`config.mk`:
```
export PLATFORM = sky130hd
export DESIGN_NAME = inst_line_server
export DESIGN_NICKNAME = d
export VERILOG_FILES = /design/src/rtl/inst_line_server_pkg.sv /design/src/rtl/inst_line_server.sv
export SDC_FILE = /design/constraint.sdc
export NUM_CORES = 1
export LEC_CHECK = 0
export BUFFER_PORTS_ARGS = -buffer_cell sky130_fd_sc_hd__buf_2
export CAP_MARGIN = 25
export CORE_UTILIZATION = 35
export DETAILED_ROUTE_END_ITERATION = 6
export HOLD_SLACK_MARGIN = 0.1
export MAX_ROUTING_LAYER = met4
export SLEW_MARGIN = 20
export SYNTH_ARGS = -nofsm -noshare
export SYNTH_HDL_FRONTEND = slang
export SYNTH_SLANG_ARGS = --single-unit
```
`constraint.sdc`:
```
create_clock -name clk -period 3.35 [get_ports clk]
set_input_delay 0.5025 -clock clk [delete_from_list [all_inputs] [get_ports clk]]
set_output_delay 0.5025 -clock clk [all_outputs]
set_load 0.05 [all_outputs]
```
`src/rtl/inst_line_server_pkg.sv`:
```
// inst_line_server_pkg
//   Shared constants and state encoding for the instruction line server.
//   True_v/False_v/ZeroWord are the common codebase constants; LineBytes is
//   the fixed refill line size in bytes.
package inst_line_server_pkg;

  localparam logic        True_v    = 1'b1;
  localparam logic        False_v   = 1'b0;
  localparam logic [31:0] ZeroWord  = 32'h0000_0000;
  localparam int          LineBytes = 16;

  typedef enum logic [1:0] {
    ST_IDLE  = 2'd0,
    ST_FETCH = 2'd1,
    ST_COOL  = 2'd2
  } line_state_e;

endpackage

```
`src/rtl/inst_line_server.sv`:
```
// inst_line_server
//   Memory-side responder for the instruction-fetch line refill. A request
//   latches a 16-byte aligned base, then sixteen byte reads are issued on the
//   byte-wide RAM port (one per granted, ready cycle) and the returned bytes
//   are assembled little-endian into ram_inst.
// Ports
//   clk, rst        clock, synchronous active-high reset
//   rdy             chip ready; low freezes everything but an in-flight capture
//   ram_inst_re     line request (level, held until busy is seen low)
//   ram_inst_addr   request address, low nibble ignored
//   ram_inst        assembled line, byte k in [8k+7:8k]
//   ram_inst_busy   high while a fetch is in progress
//   mem_gnt         arbiter grant for the RAM port this cycle
//   mem_din         RAM read data, valid the cycle after mem_rd_en
//   mem_a           RAM byte address
//   mem_rd_en       read issued this cycle
module inst_line_server
  import inst_line_server_pkg::*;
(
  input  logic         clk,
  input  logic         rst,
  input  logic         rdy,
  input  logic         ram_inst_re,
  input  logic [31:0]  ram_inst_addr,
  output logic [127:0] ram_inst,
  output logic         ram_inst_busy,
  input  logic         mem_gnt,
  input  logic [7:0]   mem_din,
  output logic [31:0]  mem_a,
  output logic         mem_rd_en
);

  line_state_e state, state_nxt;
  logic [31:0] base;
  logic [4:0]  issue_cnt;
  logic [4:0]  cap_cnt;
  logic        cap_vld;
  logic        accept;
  logic        last_cap;

  assign accept   = (state == ST_IDLE) && rdy && ram_inst_re;
  assign last_cap = (state == ST_FETCH) && cap_vld && (cap_cnt == 5'(LineBytes - 1));

  assign mem_rd_en = (state == ST_FETCH) && rdy && mem_gnt
                     && (issue_cnt < 5'(LineBytes));

  // base is 16-byte aligned, so the offset is spliced into the low nibble:
  // the line can never carry into bit 4. Once all 16 are issued the nibble
  // is 0 again and mem_a falls back to base.
  assign mem_a = (state == ST_FETCH) ? {base[31:4], issue_cnt[3:0]} : base;

  assign ram_inst_busy = (state == ST_FETCH) ? True_v : False_v;

  always_ff @(posedge clk) begin
    if (rst) state <= ST_IDLE;
    else     state <= state_nxt;
  end

  // The FETCH exit rides on the last capture, which is not rdy-gated, so the
  // line completes even if rdy drops while byte 15 is in flight. COOL holds
  // for one ready cycle so a still-high re is not re-accepted.
  always_comb begin
    state_nxt = state;
    unique case (state)
      ST_IDLE:  if (accept)   state_nxt = ST_FETCH;
      ST_FETCH: if (last_cap) state_nxt = ST_COOL;
      ST_COOL:  if (rdy)      state_nxt = ST_IDLE;
      default:                state_nxt = ST_IDLE;
    endcase
  end

  always_ff @(posedge clk) begin
    if (rst) begin
      base      <= ZeroWord;
      issue_cnt <= '0;
      cap_cnt   <= '0;
      cap_vld   <= False_v;
      ram_inst  <= '0;
    end else begin
      // One-cycle RAM latency: what was issued now is captured next cycle.
      cap_vld <= mem_rd_en;
      if (accept) begin
        base      <= {ram_inst_addr[31:4], 4'h0};
        issue_cnt <= '0;
        cap_cnt   <= '0;
      end else begin
        if (mem_rd_en) issue_cnt <= issue_cnt + 5'd1;
        if (cap_vld) begin
          ram_inst[{cap_cnt[3:0], 3'b000} +: 8] <= mem_din;
          cap_cnt <= cap_cnt + 5'd1;
        end
      end
    end
  end

endmodule

```
== Word level (Yosys, flattened, before mapping) ==
Index checks and enable logic that the tools add are counted.
Widths: inputs -> output; s select.
Word-level totals
  output and inout port bits: 162
  word-level logic and storage cells: 37
  bits in registers: 169
  input port bits: 45
Cells by class
  reduce and logical (&&, ||, !) cells: 11
  mux-type cells: 7
  order comparisons: 1
  equality and inequality tests: 6
  bitwise gates (word level): 1
  shifts and indexed selects: 2
  add/subtract/negate cells: 3
Operators by type and width (count)
  $bwmux 128: 1
  $shift 8x9->128 const A: 1
  $shiftx 8x9->128: 1
  $add 5x1->5 const B: 2
  $neg 7->9: 1
  $logic_and 1x1->1: 7
  $mux 2: 3
  $ne 2x2->1 const B: 3
  $pmux 2 s3: 1
  $eq 5x4->1 const B: 1
  $lt 5x5->1 const B: 1
  $mux 4: 1
  $reduce_and 3->1: 1
  $eq 2x1->1 const B: 1
  $eq 2x2->1 const B: 1
  $logic_not 2->1: 1
  $reduce_and 2->1: 1
  $reduce_or 2->1: 1
  $mux 1: 1
  $not 1->1: 1

== Depth between registers and ports, before layout ==
  word-level depth: 5
  depth in mapped cells: 9
  gate-level depth less buffers: 6

== Least setup slack after synthesis ==
Ideal clock, no wire load.
  path type: flip-flop to flip-flop
  from: register cap_cnt[0]
  to: register ram_inst[64]
  required time: 3.222 ns
  cell stages (with the launch flop): 9
  library setup time: 0.128 ns
  slack: 0.970 ns
  path buffers: 2
  clock period less this slack: 2.380 ns
  arrival time: 2.252 ns
  cells stage by stage: dfxtp_1 buf_2 inv_1 ha_1 buf_6 or3b_4 a2111oi_4 mux2i_1 nor2_1
Between the ends
  longest elaborated chain between the ends: 3
  elaborated cells on any way between the ends: 4
  classes of those cells: 1 x add/sub; 2 x shift; 1 x mux
RTL lines
  start: declaration: line inst_line_server.sv:36  | logic [4:0] cap_cnt;
  start signal: assignment: line inst_line_server.sv:90  | cap_cnt <= cap_cnt + 5'd1;
  $neg 7->9 (*): line inst_line_server.sv:89  | ram_inst[{cap_cnt[3:0], 3'b000} +: 8] <= mem_din;
  $shiftx 8x9->128 / $shift 8x9->128 (equally long branches): line inst_line_server.sv:89
  $bwmux 128 (*): line inst_line_server.sv:89
  end signal: indexed assignment: line inst_line_server.sv:89
  end: declaration: line inst_line_server.sv:25  | output logic [127:0] ram_inst,
Mark *: on every way between the ends. The rest lies on a longest branch, timed or not.
A chain may end at the register's enable or synchronous reset.

== Worst setup path after layout ==
  from: register cap_cnt[0]
  to: register ram_inst[7]
The elaborated chain is that of the path after synthesis.

==> impl_metrics.env <==
export IMPL_cts_root_buf="clkbuf_16"
export IMPL_die_height_um=141
export IMPL_synth_area_top_cells="dfxtp_1, mux2i_1, nand2b_1, nand2_1, a21oi_1"
export IMPL_slew_limit_headroom_pct=40.7
export IMPL_synthToLayoutAreaGrowth_pct=26.8
export IMPL_synth_top_family_by_area="simple AND/OR/NAND/NOR gates"
export IMPL_ys_types=35
export IMPL_overflow=0
export IMPL_r2r_start="cap_cnt[0]"
export IMPL_grt_usage_pct=18.9
export IMPL_ctsLongestPathBuffers=2
export IMPL_path_max_fanout=14
export IMPL_tightest_slew_ns=0.890
export IMPL_hold_buffers=0
export IMPL_min_period_over_period_pct=78.0
export IMPL_vias=5152
export IMPL_p_comb_share_pct=5.6
export IMPL_avgRoutedWirePerCell_um=16.2
export IMPL_ctsHtreeMaxLevel=4
export IMPL_synth_top_cell_area_share_pct=50.3
export IMPL_yosys_area_top_type="dfxtp_1"
export IMPL_whs_endpoint="base[25]"
export IMPL_drcViolationCount=0
export IMPL_min_path_type="input pin to flip-flop"
export IMPL_routabilityCongestion=0.801
export IMPL_wl_mm=17.9
export IMPL_clkSlewWorstSetupHoldPaths_ns=0.07
export IMPL_sequentialPowerShare_pct=47.8
export IMPL_n_antenna_cell=0
export IMPL_synthXorXnorAreaFrac_pct=1.04
export IMPL_die_area_mm2=0.0198
export IMPL_core_mm2=0.0188
export IMPL_clock_skew_ns=0.00731
export IMPL_cts_tree="yes"
export IMPL_die_w_um=141
export IMPL_ys_async_sr_fraction_pct=0
export IMPL_final_min_clock_period_ns=2.61
export IMPL_worstRegToRegCells=6
export IMPL_yosysWarningCount=0
export IMPL_vias_per_cell=4.66
export IMPL_slew_viol_final=0
export IMPL_muxShareOfSynthArea_pct=19.2
export IMPL_sw_frac_of_total_pct=23.8
export IMPL_synth_area_mm2=0.00672
export IMPL_fillers=1896
export IMPL_postRouteAntennaNets=0
export IMPL_cap_violations=0
export IMPL_syn_nets=721
export IMPL_final_cell_mix="buf_2, dfxtp_1, mux2i_1, nand2b_1, nand2_1"
export IMPL_p_switching_w=0.00101
export IMPL_synthSimpleGateAreaFrac_pct=22.2
export IMPL_ios=207
export IMPL_ys_seq_area_share_pct=50.3
export IMPL_fmax_mhz=383
export IMPL_insertion_delay_ns=0.43
export IMPL_drt_iter0_drc=274
export IMPL_power_leakage_nw=4.27
export IMPL_finalNetCount=909
export IMPL_grt_pass1_wl_mm=27.8
export IMPL_start_util_pct=35.8
export IMPL_final_common_cell="buf_2"
export IMPL_synth_edf_count=0
export IMPL_port_buffers=202
export IMPL_setup_tns_ns=0
export IMPL_hp_start="ram_inst_addr[25]"
export IMPL_grt_max_degree=114
export IMPL_setup_viol=0
export IMPL_peakVddDrop_uv=329
export IMPL_path_class="flip-flop to flip-flop"
export IMPL_synth_flop_cell="dfxtp_1"
export IMPL_p_int_w=0.00325
export IMPL_status="finished, final reports clean"
export IMPL_synthAdderAreaFrac_pct=0.931
export IMPL_synthCells=671
export IMPL_cts_sinks=169
export IMPL_numCtsBuffers=17
export IMPL_crit_arrival_ns=2.90
export IMPL_antenna_found_initial=0
export IMPL_place_ws_ns=0.746
export IMPL_p_per_area_mw_per_mm2=501
export IMPL_endpoint_kind="flip-flop"
export IMPL_clock_power_share_pct=46.6
export IMPL_drt_pass1_iter_count=4
export IMPL_grt_pass1_vias=5012
export IMPL_dp_hpwl_mm=12.4
export IMPL_ys_ff_latch=169
export IMPL_finalHoldViolCount=0
export IMPL_grt_setup_unrepaired="no"
export IMPL_hold_path_depth=3
export IMPL_synth_compound_area_share_pct=3.65
export IMPL_post_cts_repair_setup_buffers=0
export IMPL_required_ns=3.63
export IMPL_r2r_end="ram_inst[7]"
export IMPL_r2r_setup_slack_ns=0.74
export IMPL_drive_gt1_share_pct=28.2
export IMPL_fin_ws_ns=0.738
export IMPL_avgSynthCellArea_um2=10.0
export IMPL_worstSetupStartpointType="flip-flop"
export IMPL_row_count=50
export IMPL_cts_resized=0
==> how the worst max path moves through the flow <==
stage	start	endpoint	slack [ns]	cells past startpoint
floorplan	cap_cnt[0]	ram_inst[64]	0.97	8
global placement	cap_cnt[0]	ram_inst[3]	0.76	6
detailed placement	cap_cnt[0]	ram_inst[3]	0.75	6
CTS	cap_cnt[0]	ram_inst[3]	0.75	6
global route	cap_cnt[0]	ram_inst[1]	0.49	6
finish	cap_cnt[0]	ram_inst[7]	0.74	6
==> cell families after synthesis <==
group,count (synthesis)
buf+inv,42
xor+xnor,8
fa+ha+maj,5
mux,129
simple gates,278
flops,169
compound gates,40
==> power groups by stage <==
stage | Sequential (W) | Combinational (W) | Clock [W]
floorplan | 0.00214 | 0.000101 | 0
global placement | 0.00208 | 0.000242 | 0
detailed placement | 0.00208 | 0.000241 | 0
CTS | 0.00204 | 0.000241 | 0.00203
global route | 0.00204 | 0.000256 | 0.00212
finish | 0.00204 | 0.000239 | 0.00199
==> routing by layer <==
layer	wire length, um	vias up	GRT usage (%)	part of all wire [%]
li1	-	2599	-	-
met1	8410	2427	23.5	47
met2	8420	107	30.2	47
met3	756	19	4.62	4.2
met4	333	0	6.41	1.9
met5	0	-	-	0
==> synth_stat cells, types with 5 or more instances <==
master / count
clkbuf_1: 27
buf_2: 8
nand2_1: 83
ha_1: 5
and2_1: 5
nand2b_1: 127
mux2i_1: 129
dfxtp_1: 169
nor2_1: 31
a21oi_1: 31
==> state kept, by name, indices dropped and copies added (netlist names) <==
name,flops
base,28
cap_cnt,5
cap_vld,1
issue_cnt,5
ram_inst,128
state,2
==> worst max-delay path, stage by stage (launching register included) <==
cell and delay (ns):
dfxtp_1 0.65, inv_1 0.12, ha_1 0.38, nand2b_1 0.23
nand4bb_1 0.69, mux2i_1 0.34, nor2_1 0.06
==> final cells by class <==
| type | count | area (um2) | share of cell area, % |
|---|---|---|---|
| Tap cell | 234 | 293 | 3.44 |
| Sequential cell | 169 | 3380 | 39.7 |
| Inverter | 3 | 11.3 | 0.132 |
| Multi-Input combinational cell | 460 | 3180 | 37.3 |
| Clock inverter | 12 | 140 | 1.64 |
| Timing Repair Buffer | 208 | 1060 | 12.4 |
| Clock buffer | 20 | 457 | 5.36 |
==> stage by stage <==
step | area [um2] | hold slack, ns | power (W) | cells | util [%]
4_1_cts | 8520 | 0.298 | 0.00431 | 1106 | 45.4
5_1_grt | 8520 | 0.306 | 0.00441 | 1106 | 45.4
3_5_place_dp | 7920 | 0.443 | 0.00232 | 1074 | 42.2
2_1_floorplan | 6720 | 0.441 | 0.00224 | 671 | -
6_report | 8520 | 0.316 | 0.00427 | 1106 | 45.4
3_3_place_gp | 7920 | 0.440 | 0.00232 | 1074 | 42.2
(Power assumes the default switching activity.)
